--- config.mk ---
export PLATFORM = sky130hd
export DESIGN_NAME = pipelined_adder
export DESIGN_NICKNAME = d
export VERILOG_FILES = /design/src/rtl/pipe_adder_pkg.sv /design/src/rtl/full_adder.sv /design/src/rtl/pipe_adder_stage.sv /design/src/rtl/pipelined_adder.sv
export SDC_FILE = /design/constraint.sdc
export NUM_CORES = 1
export LEC_CHECK = 0
export CORE_ASPECT_RATIO = 0.75
export CORE_MARGIN = 2
export CORE_UTILIZATION = 56
export CTS_BUF_LIST = sky130_fd_sc_hd__clkbuf_16
export DETAILED_ROUTE_END_ITERATION = 6
export PLACE_DENSITY = 0.89
export SLEW_MARGIN = 0
export SYNTH_ARGS = -nofsm -noshare
export SYNTH_HDL_FRONTEND = slang
export SYNTH_SLANG_ARGS = --single-unit
--- constraint.sdc ---
create_clock -name clk -period 6.84 [get_ports clk]
set_input_delay 1.368 -clock clk [delete_from_list [all_inputs] [get_ports clk]]
set_output_delay 1.368 -clock clk [all_outputs]
set_load 0.01 [all_outputs]
--- src/rtl/pipe_adder_pkg.sv ---
// Shared definitions for the pipelined adder: op-mode encoding,
// parameter limits and the chunk-width computation.
package pipe_adder_pkg;

    localparam logic OP_ADD = 1'b0;
    localparam logic OP_SUB = 1'b1;

    localparam int unsigned WIDTH_MIN  = 2;
    localparam int unsigned WIDTH_MAX  = 64;
    localparam int unsigned STAGES_MIN = 1;

    // Bits handled per stage; the top chunk absorbs the remainder
    function automatic int unsigned chunk_width(input int unsigned width,
                                                input int unsigned stages);
        return (width + stages - 1) / stages;
    endfunction

endpackage

--- src/rtl/full_adder.sv ---
// 1-bit full adder cell.
module full_adder (
    input  logic i_a,
    input  logic i_b,
    input  logic i_c,
    output logic o_s,
    output logic o_c
);

    assign o_s = i_a ^ i_b ^ i_c;
    assign o_c = (i_a & i_b) | (i_a & i_c) | (i_b & i_c);

endmodule

--- src/rtl/pipe_adder_stage.sv ---
// One pipeline stage: ripple add of a W-bit chunk with registered sum,
// carry and valid. Holds its state when i_en is low.
module pipe_adder_stage #(
    parameter int unsigned W = 4
) (
    input  logic         clk,
    input  logic         rst_n,
    input  logic         i_en,
    input  logic         i_valid,
    input  logic [W-1:0] i_a,
    input  logic [W-1:0] i_b,
    input  logic         i_cin,
    output logic [W-1:0] o_sum,
    output logic         o_cout,
    output logic         o_valid
);

    logic [W:0]   w_c;
    logic [W-1:0] w_s;
    logic [W-1:0] r_sum;
    logic         r_cout;
    logic         r_valid;

    assign w_c[0] = i_cin;

    for (genvar i = 0; i < W; i++) begin : g_fa
        full_adder u_fa (
            .i_a (i_a[i]),
            .i_b (i_b[i]),
            .i_c (w_c[i]),
            .o_s (w_s[i]),
            .o_c (w_c[i+1])
        );
    end

    // Capture chunk result and carry when the pipeline advances
    always_ff @(posedge clk or negedge rst_n) begin
        if (!rst_n) begin
            r_sum   <= '0;
            r_cout  <= 1'b0;
            r_valid <= 1'b0;
        end else if (i_en) begin
            r_sum   <= w_s;
            r_cout  <= w_c[W];
            r_valid <= i_valid;
        end
    end

    assign o_sum   = r_sum;
    assign o_cout  = r_cout;
    assign o_valid = r_valid;

endmodule

--- src/rtl/pipelined_adder.sv ---
// Pipelined add/subtract with valid/ready handshake. The operand is cut
// into chunks, one per stage; carries ripple between stages one cycle
// apart while upper operand chunks are skewed forward and finished lower
// sum chunks are delayed so the whole result leaves in one cycle.
module pipelined_adder
    import pipe_adder_pkg::*;
#(
    parameter int unsigned WIDTH  = 11,
    parameter int unsigned STAGES = 3
) (
    input  logic             clk,
    input  logic             rst_n,
    input  logic             in_valid,
    output logic             in_ready,
    input  logic [WIDTH-1:0] A,
    input  logic [WIDTH-1:0] B,
    input  logic             Cin,
    input  logic             op_sub,
    output logic             out_valid,
    input  logic             out_ready,
    output logic [WIDTH-1:0] Sum,
    output logic             Cout,
    output logic             ovf
);

    localparam int unsigned CH  = chunk_width(WIDTH, STAGES);
    localparam int unsigned MSB = WIDTH - 1;

    logic             w_en;
    logic [WIDTH-1:0] w_a     [STAGES];
    logic [WIDTH-1:0] w_b     [STAGES];
    logic             w_sub   [STAGES];
    logic             w_v     [STAGES+1];
    logic             w_c     [STAGES+1];
    logic             w_am    [STAGES+1];
    logic             w_bm    [STAGES+1];
    logic [WIDTH-1:0] w_lo    [1:STAGES];
    logic [WIDTH-1:0] w_place [STAGES];

    // Whole pipeline freezes while a result waits for the consumer
    assign w_en     = !(w_v[STAGES] && !out_ready);
    assign in_ready = w_en;

    assign w_a[0]   = A;
    assign w_b[0]   = B;
    assign w_sub[0] = (op_sub == OP_SUB);
    assign w_v[0]   = in_valid;
    assign w_c[0]   = (op_sub == OP_SUB) ? ~Cin : Cin;
    assign w_am[0]  = A[MSB];
    assign w_bm[0]  = B[MSB] ^ (op_sub == OP_SUB);

    for (genvar k = 0; k < STAGES; k++) begin : g_st
        localparam int unsigned LO = k * CH;

        if (LO < WIDTH) begin : g_add
            localparam int unsigned HI = (LO + CH < WIDTH) ? LO + CH - 1 : WIDTH - 1;
            localparam int unsigned W  = HI - LO + 1;

            logic [W-1:0] w_s;
            logic [W-1:0] w_bc;

            assign w_bc = w_b[k][HI:LO] ^ {W{w_sub[k]}};

            pipe_adder_stage #(.W(W)) u_stage (
                .clk     (clk),
                .rst_n   (rst_n),
                .i_en    (w_en),
                .i_valid (w_v[k]),
                .i_a     (w_a[k][HI:LO]),
                .i_b     (w_bc),
                .i_cin   (w_c[k]),
                .o_sum   (w_s),
                .o_cout  (w_c[k+1]),
                .o_valid (w_v[k+1])
            );

            assign w_place[k] = WIDTH'(w_s) << LO;
        end else begin : g_pass
            // Ceiling split can leave trailing stages with no bits; they
            // still delay valid and carry so latency stays STAGES.
            logic r_v;
            logic r_c;

            // Delay valid and carry through an empty stage
            always_ff @(posedge clk or negedge rst_n) begin
                if (!rst_n) begin
                    r_v <= 1'b0;
                    r_c <= 1'b0;
                end else if (w_en) begin
                    r_v <= w_v[k];
                    r_c <= w_c[k];
                end
            end

            assign w_v[k+1]   = r_v;
            assign w_c[k+1]   = r_c;
            assign w_place[k] = '0;
        end

        if (k < STAGES - 1) begin : g_skew
            logic [WIDTH-1:0] r_a;
            logic [WIDTH-1:0] r_b;
            logic             r_sub;

            // Carry unconsumed operand chunks and mode to the next stage
            always_ff @(posedge clk or negedge rst_n) begin
                if (!rst_n) begin
                    r_a   <= '0;
                    r_b   <= '0;
                    r_sub <= 1'b0;
                end else if (w_en) begin
                    r_a   <= w_a[k];
                    r_b   <= w_b[k];
                    r_sub <= w_sub[k];
                end
            end

            assign w_a[k+1]   = r_a;
            assign w_b[k+1]   = r_b;
            assign w_sub[k+1] = r_sub;
        end

        logic r_am;
        logic r_bm;

        // Operand sign bits ride along for the overflow flag at the output
        always_ff @(posedge clk or negedge rst_n) begin
            if (!rst_n) begin
                r_am <= 1'b0;
                r_bm <= 1'b0;
            end else if (w_en) begin
                r_am <= w_am[k];
                r_bm <= w_bm[k];
            end
        end

        assign w_am[k+1] = r_am;
        assign w_bm[k+1] = r_bm;

        if (k == 0) begin : g_lo0
            assign w_lo[1] = '0;
        end else begin : g_lo
            logic [WIDTH-1:0] r_lo;

            // Collect finished lower chunks, aligned with the current stage
            always_ff @(posedge clk or negedge rst_n) begin
                if (!rst_n) begin
                    r_lo <= '0;
                end else if (w_en) begin
                    r_lo <= w_lo[k] | w_place[k-1];
                end
            end

            assign w_lo[k+1] = r_lo;
        end
    end

    assign out_valid = w_v[STAGES];
    assign Cout      = w_c[STAGES];
    assign Sum       = w_lo[STAGES] | w_place[STAGES-1];
    assign ovf       = (w_am[STAGES] == w_bm[STAGES]) && (Sum[MSB] != w_am[STAGES]);

endmodule

Word level (Yosys, flattened, before mapping)
Index checks and enable logic that the tools add are counted.
{ "op_classes": {"eq_ne": 2, "muxes": 1, "bitwise": 84, "reduce_logical": 4} }
{ "ops": {"columns": ["operator", "n"], "rows": [
  ["$and A1 B1 Y1", 33],
  ["$xor A1 B1 Y1", 23],
  ["$or A1 B1 Y1", 22],
  ["$or A11 B11 Y11", 1],
  ["$or A4 B8 Y8", 1],
  ["$xor A4 B4 Y4", 2],
  ["$xor A3 B3 Y3", 1],
  ["$logic_and A1 B1 Y1", 2],
  ["$logic_not A1 Y1", 2],
  ["$eq A1 B1 Y1", 1],
  ["$mux W1", 1],
  ["$ne A1 B1 Y1", 1],
  ["$not A1 Y1", 1]
]} }
{ "word_totals": {"regBits": 84, "in_bits": 28, "elab_cells": 114} }

Longest topological paths before layout
Gate-level depths: netlist of the first run.
{ "depth": {"depth_word": 14, "mapped_depth": 9, "depth_no_buf": 8} }

Modules after synthesis
Synthesis of the first run repeated with hierarchy kept, for this count alone.
{ "unflattened": {"cells_unflattened": 147, "area_unflattened_um2": 2519.9} }
{ "modules_own_cells": {"columns": ["module", "instances", "cells_each", "area_per_inst_um2", "seq_area_each_um2"], "rows": [
  ["pipelined_adder", 1, 100, 1615.3, 950.9],
  ["pipe_adder_stage at g_st[0].g_add.u_stage ...", 2, 13, 251.5, 150.1],
  ["full_adder", 11, 1, 20.0, 0.0],
  ["pipe_adder_stage at g_st[2].g_add.u_stage", 1, 10, 181.4, 125.1]
]} }

Least setup slack after synthesis of the first run
OpenSTA, ideal clock, no wires.
{ "synth_path": {"kind": "input port to flip-flop", "from": "in op_sub", "to": "reg g_st[0].g_add.u_stage.r_sum[3]", "t_arrival_ns": 3.545, "required_ns": 6.715, "setup_slack_ns": 3.170, "cell_stages": 9, "cell_sequence": "clkbuf_1 xor2_1 fa_1 inv_1 fa_1 fa_1 inv_1 fa_1 mux2_4"} }
{ "synth_between": {"elab_chain_len": 11} }
{ "synth_lines": {"columns": ["element", "line", "source"], "rows": [
  ["from (decl)", "pipelined_adder.sv:18", "input logic op_sub,"],
  ["$xor A4 B4 Y4 / $mux W1 (equally long branches)", "pipelined_adder.sv:62, pipelined_adder.sv:48", null],
  ["$and A1 B1 Y1", "full_adder.sv:11", "assign o_c = (i_a & i_b) | (i_a & i_c) | (i_b & i_c);"],
  ["$or A1 B1 Y1 (2 in a row)", "full_adder.sv:11", null],
  ["$and A1 B1 Y1", "full_adder.sv:11", null],
  ["$or A1 B1 Y1 (2 in a row)", "full_adder.sv:11", null],
  ["$and A1 B1 Y1", "full_adder.sv:11", null],
  ["$or A1 B1 Y1 (2 in a row)", "full_adder.sv:11", null],
  ["$xor A1 B1 Y1 *", "full_adder.sv:10", "assign o_s = i_a ^ i_b ^ i_c;"],
  ["via g_st[0].g_add.u_stage.g_fa[3].u_fa.o_s", "full_adder.sv:6", "output logic o_s,"],
  ["to (signal assigned)", "pipe_adder_stage.sv:43", "r_sum <= w_s;"],
  ["to (decl)", "pipe_adder_stage.sv:20", "logic [W-1:0] r_sum;"]
]} }
Mark *: on every way through the listed nets, which the timed path passes. The rest lies on a longest branch.
A chain may end at the register's enable or synchronous reset.

Worst setup path in the final report of the first run
{ "layout_path": {"from": "in out_ready", "to": "out in_ready"} }
{ "layout_between": {"elab_chain_len": 3} }
{ "layout_lines": {"columns": ["element", "line", "source"], "rows": [
  ["from (decl)", "pipelined_adder.sv:20", "input logic out_ready,"],
  ["$logic_not A1 Y1", "pipelined_adder.sv:41", "assign w_en = !(w_v[STAGES] && !out_ready);"],
  ["$logic_and A1 B1 Y1", "pipelined_adder.sv:41", null],
  ["$logic_not A1 Y1", "pipelined_adder.sv:41", null],
  ["to (decl)", "pipelined_adder.sv:14", "output logic in_ready,"]
]} }
No other way between the ends.

==> results of run 1 <==
layout make-up:
class	instances	area [sq um]
sequential	55	1380
fill	282	1290
clock buffer	5	125
multi-input combinational	88	1060
timing repair buffer	44	430
tap	57	71.3
inverter	12	45.0
clock inverter	3	16.3
worst max-delay path by stage:
stage,startpoint,to,slack (ns),depth (start not counted)
6_report,out_ready,in_ready,2.48,4
2_1_floorplan,op_sub,g_st[0].g_add.u_stage.o_sum[3],3.17,9
3_5_place_dp,out_ready,in_ready,2.48,4
4_1_cts,out_ready,in_ready,2.48,4
3_3_place_gp,out_ready,in_ready,2.56,4
5_1_grt,out_ready,in_ready,2.41,4
synthesized netlist by cell type:
| cell type | n | share of area, % |
|---|---|---|
| inv_2 | 1 | 0.15 |
| o22ai_1 | 1 | 0.25 |
| fa_1 | 11 | 8.7 |
| xnor2_1 | 5 | 1.7 |
| inv_1 | 11 | 1.6 |
| nor2b_4 | 1 | 0.54 |
| nand2_1 | 1 | 0.15 |
| mux2_2 | 26 | 12 |
| buf_6 | 4 | 1.8 |
| mux2_4 | 20 | 12 |
| xor2_1 | 8 | 2.8 |
| nor3b_1 | 5 | 1.5 |
| mux2_1 | 3 | 1.3 |
| nand2b_1 | 2 | 0.49 |
| dfrtp_1 | 55 | 54 |
| a21oi_1 | 5 | 0.99 |
| clkbuf_1 | 2 | 0.30 |
| buf_2 | 1 | 0.20 |
cells in the final DEF, fill, tap and decap left out, types with 8 or more instances in the layout:
cell type | synthesis | layout
clkdlybuf4s50_1 | 0 | 41
dfrtp_1 | 55 | 55
fa_1 | 11 | 11
inv_1 | 11 | 12
mux2_2 | 26 | 26
mux2_4 | 20 | 20
xor2_1 | 8 | 8
registers in the layout (all words and copies together) (netlist names):
register,flops
g_st.g_add.u_stage.o_sum,11
g_st.g_skew.r_b,10
g_st.g_add.u_stage.o_valid,3
g_st.g_skew.r_sub,2
g_st.g_lo.r_lo,12
g_st.r_bm,3
g_st.r_am,1
g_st.g_add.u_stage.o_cout,3
g_st.g_skew.r_a,10
where the power goes:
part / switching [mW] / leakage (nW) / internal (mW) / total [mW]
clock: 0.108 / 0.0726 / 0.134 / 0.241
sequential: 0.0784 / 0.636 / 0.446 / 0.524
combinational: 0.169 / 0.658 / 0.283 / 0.452
kinds of logic (layout without fill, tap and decap cells):
| logic type | Yosys count | after routing |
|---|---|---|
| AO/OA/AOI/OAI | 6 | 6 |
| multiplexers | 49 | 49 |
| adder cells (fa/ha/maj) | 11 | 11 |
| XOR/XNOR | 13 | 13 |
| buffers and inverters | 19 | 64 |
| flip-flops | 55 | 55 |
| AND/OR/NAND/NOR | 9 | 9 |
through the flow:
step	instance area (sq um)	worst slack (ns)	util (%)	hold WS, ns	total power [mW]
floorplan	2540	3.17	-	0.435	0.812
global placement	2980	2.56	67.6	0.463	0.957
detailed placement	2980	2.48	67.6	0.463	0.991
CTS	3120	2.48	70.8	0.487	1.24
global route	3120	2.41	70.8	0.510	1.30
finish	3120	2.48	70.8	0.479	1.22
routing by layer:
metal	share of wire, %	GRT usage [%]
met5	0	0
met4	1.8	7.50
met3	3.5	3.78
met2	51	28.0
met1	44	26.0
==> key figures, run 1 <==
Global route
  – First-pass GRT wire length: between 6000 and 7000 microns
  – Gr usage total: 18.4%
  – Initial antenna violation count: 0
  – Vias in the first global route: 1443
  – Largest net degree at the start of global routing: 56
  – Total gr overflow: 0

Logic synthesis
  – Post-Synth XOR/XNOR Area: 4.48%
  – Sequential area share after synthesis: between 50 and 60%
  – Largest family of logic cells by synthesized area: multiplexers
  – Post-synthesis mux area share: 24.7%
  – YS warnings: 0
  – Cells after Synth: 162
  – Synthesized flop and latch total: 55
  – Adder-cell share of the synthesized area: between 8 and 9%
  – Syn_area_per_cell: 15.7 sq um
  – Syn Nets: 201
  – Post-synth cell types: 18
  – Synth Area in Simple Gates: 2.66%
  – Cell Area, Synth: 2540 sq um
  – Compound-Gate Fraction of Synth Area: 1.23%

Routing
  – DR vias/cell: 5.06
  – First DRT Iteration DRCs: 93
  – Avg WL per Cell: 15.6 microns
  – Final wirelength: 4120 microns
  – Post-route DRC violation count: 0
  – Vias post-DR: 1337
  – TritonRoute pass-1 iters: 3
  – Routed Antenna Nets: 0

Pwr
  – Cell Pwr Density: 390 nW/um^2
  – Worst VDD drop: 247 uV
  – LEAKAGE: 1.37 nW

Clock network
  – Post-CTS Hold Buffers: 0
  – CTS buffer count: 5
  – # Post-CTS Setup Buffers: 0
  – CTS root buf: clkbuf_16
  – Clock transition at path regs: 0.07 ns
  – H-Tree Depth: 2
  – TritonCTS clock tree: built
  – Clk_lat worst skew: 0.29 ns
  – Post-CTS sizing: 0
  – CTS Buffer Depth: 2
  – Clock tree sinks: 55

Finish
  – Area Overhead vs Synth: 23.1%
  – Fin nets: 245
  – Share of cells above drive strength 1: 27.5%
  – Fin cells: 264
  – Antenna fix cells: 0

Floorplanning
  – Ports: 43
  – Die Y-Extent: a little over 60 microns
  – Initial core utilization: 57.5%
  – Die width: 81.7 microns
  – # rows: 21
  – Die Area: 5090 sq um
  – Core ar.: 4410 sq um

Timing
  – F_max: 229 MHz
  – Final Hold Vio Count: 0
  – Final setup violation count: 0
  – Final slew viol count: 0
  – Relative slew slack: 55.7%
  – Unrepaired setup endpoints after global routing: false
  – Worst Max-Slew Pin Slew: 0.665 ns
  – Tmin final: 4.36 ns
  – Crit share post-route: 63.7%
  – Clock Skews: 0.00441 ns
  – Post-Route Setup TNS: 0 ns

Place
  – Placed insts: 256
  – DP Wirelength: 3020 microns
  – Routability congestion estimate: 0.749
  – Port buffer count: 42

Worst hold path
  – Hold WC Path Type: flop to flop
  – Hold wc startpoint: g_st[1].g_add.u_stage.o_valid
  – Hold depth: 1
  – Hold endpoint: g_st[2].g_add.u_stage.o_valid

Worst setup path
  – Critical Path Fanout Max: 18
  – Cell family with the largest share of critical-path delay: buffers and inverters
  – Crit path cell chain: clkdlybuf4s50_1 > nor2b_4 > inv_2 > clkdlybuf4s50_1
  – Critical Setup Path Class: primary input to output port
  – Worst path most repeated cell: clkdlybuf4s50_1
  – FF-to-FF Start: g_st[0].g_skew.r_sub
  – R2r worst-path depth: 8
  – Setup slack, reg-to-reg: 4.17 ns
  – Crit path max-delay cell type: clkdlybuf4s50_1
  – Data arrival, critical path: 2.99 ns
  – Worst path bufs/invs: 3
  – Critical path data required time: 5.47 ns
  – Critical Path Sink Type: output port
  – Critical Path Start Type: primary input
  – R2r endpoint: g_st[1].g_add.u_stage.o_sum[3]
  – CP peak stage delay: 0.64 ns

Run status
  – Status: complete, no violations

Job
  – # Max-Cap Violations: 0
Power figures use the tool's default switching activity.
==> run 2: changes to the inputs <==
CORE_UTILIZATION = 47   (was 56)
PLACE_DENSITY = 0.8   (was 0.89)
clock period = 3.85 ns   (was 6.84 ns; I/O delays follow)
==> run 2 against run 1 <==
Against the previous run: clock skew is 0.00078 ns higher; wire length is 4.0% higher; global-route usage is 1.8 points lower; final cell count is 7.6% higher; first-iteration DRC count is 75% lower; utilization is 11 points lower; sequential share of layout area is 0.45 points lower; die area is 18% higher; critical path type is now primary input to flop; critical endpoint is now g_st[0].g_add.u_stage.o_sum[3].
==> key figures, run 2 (synthesis gave the netlist of run 1 again) <==
Finish
  – Share of cells above drive strength 1: 27.8%
  – Number of flip-flops in the largest register: 12
  – Antenna fix cells: 0
  – Fin nets: around 250
  – Layout fillers: 427
  – Sequential Area: ~1400 sq um
  – Reg with most FFs: g_st.g_lo.r_lo
  – Area Overhead vs Synth: 24.3%
  – Most frequent cells in the layout: 55 x dfrtp_1, 41 x clkdlybuf4s50_1, 26 x mux2_2
  – Commonest non-fill, non-tap cell in the layout: dfrtp_1
  – Multi-input logic area: between 1000 and 1500 sq um

Worst setup path
  – Crit path max-delay cell type: clkdlybuf4s50_1
  – Worst path most repeated cell: fa_1
  – Crit path cell chain: clkdlybuf4s50_1 > xor2_1 > fa_1 > inv_1 > fa_1 > fa_1 > inv_1 > fa_1 > mux2_4
  – Critical Path Start Type: primary input
  – Critical Setup Path Class: primary input to flop
  – CP peak stage delay: 0.54 ns
  – Worst path bufs/invs: 3
  – Critical Path Fanout Max: 3
  – Cell family with the largest share of critical-path delay: adder cells
  – Critical Path Sink Type: flop
  – Setup slack, reg-to-reg: 1.13 ns
  – Data arrival, critical path: approximately 3.3 ns
  – Critical path data required time: 4.02 ns

Routing
  – Avg WL per Cell: between 15 and 20 microns
  – Final wirelength: 4280 microns
  – Post-route DRC violation count: 0
  – TritonRoute pass-1 iters: 4
  – Vias post-DR: 1367
  – First DRT Iteration DRCs: 23
  – Routed Antenna Nets: 0
  – DR vias/cell: 4.81

Global route
  – Vias in the first global route: around 1500
  – Total gr overflow: 0
  – Met1 usage: around 22%
  – Gr usage total: 16.6%
  – Met2 GRT Util: ~25%
  – Largest net degree at the start of global routing: 39
  – Met3 Usage GRT: 6.60%
  – First-pass GRT wire length: 7170 microns
  – Global route hottest layer: met2
  – Initial antenna violation count: 0

Pwr
  – Reg power frac: 43.1%
  – Internal power: 1.53 mW
  – Net Sw Frac: 28.9%
  – LEAKAGE: 1.37 nW
  – Cell Pwr Density: between 600 and 700 nW/um^2
  – Comb power frac: 37.0%
  – Worst VDD drop: between 300 and 400 uV
  – Psw: a little over 600 uW
  – Clk pwr share: 19.8%
  – Final Power: ~2.1 mW

Floorplanning
  – Die width: around 90 microns
  – Core ar.: 5270 sq um
  – # rows: 23
  – Die Y-Extent: 67.7 microns
  – Ports: 43
  – Initial core utilization: 48.2%
  – Die Area: 6010 sq um

Timing
  – Clock Skews: 0.00519 ns
  – Worst Max-Slew Pin Slew: 0.741 ns
  – Crit share post-route: 80.4%
  – Final setup violation count: 0
  – Post-Route Setup TNS: 0 ns
  – F_max: 323 MHz
  – WHS: between 0.4 and 0.5 ns
  – Relative slew slack: 50.6%
  – Final slew viol count: 0
  – Tmin final: about 3.1 ns
  – Unrepaired setup endpoints after global routing: false
  – Final Hold Vio Count: 0

Clock network
  – TritonCTS clock tree: built
  – CTS buffer count: 5
  – Clock tree sinks: 55
  – CTS root buf: clkbuf_16
  – Post-CTS sizing: 0
  – Clk_lat worst skew: 0.29 ns
  – Post-CTS Hold Buffers: 0
  – # Post-CTS Setup Buffers: 0
  – CTS Buffer Depth: 2
  – Clock transition at path regs: roughly 0.060 ns
  – H-Tree Depth: 2

Place
  – DP Wirelength: 2990 microns
  – Routability congestion estimate: 0.725
  – Port buffer count: 42

Worst hold path
  – Hold WC Path Type: flop to flop

Job
  – # Max-Cap Violations: 0

Run status
  – Status: complete, no violations
## run 2: final timing paths
kind / start / to / cells past startpoint
worst max-delay path: op_sub / g_st[0].g_add.u_stage.o_sum[3] / 9
worst min-delay path: g_st[1].g_add.u_stage.o_valid / g_st[2].g_add.u_stage.o_valid / 1
worst max register to register: g_st[0].g_skew.r_sub / g_st[1].g_add.u_stage.o_sum[3] / 8
worst min register to register: g_st[1].g_add.u_stage.o_valid / g_st[2].g_add.u_stage.o_valid / 1
max in group asynchronous: rst_n / g_st[2].g_lo.r_lo[4] / 2
min in group asynchronous: rst_n / g_st[1].g_add.u_stage.o_sum[0] / 1
## run 2: power by group through the flow
stage	combinational, mW	clock, mW	sequential [mW]
final	0.795	0.426	0.926
after global routing	0.882	0.461	0.955
after CTS	0.810	0.438	0.930
after detailed placement	0.805	0	0.940
after global placement	0.782	0	0.931
after floorplan	0.511	0	0.932
## run 2: layout make-up
| cell class | instances | area share, % |
|---|---|---|
| sequential | 55 | 43.6 |
| multi-input combinational | 88 | 33.6 |
| timing repair buffer | 46 | 14.1 |
| clock buffer | 5 | 3.96 |
| tap | 75 | 2.97 |
| inverter | 12 | 1.43 |
| clock inverter | 3 | 0.357 |
## run 2: per-layer routing
layer | wire, microns | share of wire [%] | vias to the layer above
li1 | - | - | 633
met1 | 2030 | 47 | 701
met2 | 1970 | 46 | 28
met3 | 234 | 5.5 | 5
met4 | 59 | 1.4 | 0
met5 | 0 | 0 | -
## run 2: stage by stage
step | util [%] | worst slack, ns | std cells | instance area (sq um)
final | 59.9 | 0.755 | 284 | 3160
after detailed placement | 57.4 | 0.457 | 276 | 3020
after floorplan | - | 0.778 | 162 | 2540
after global placement | 57.4 | 0.512 | 276 | 3020
after CTS | 59.9 | 0.753 | 284 | 3160
after global routing | 59.9 | 0.643 | 284 | 3160
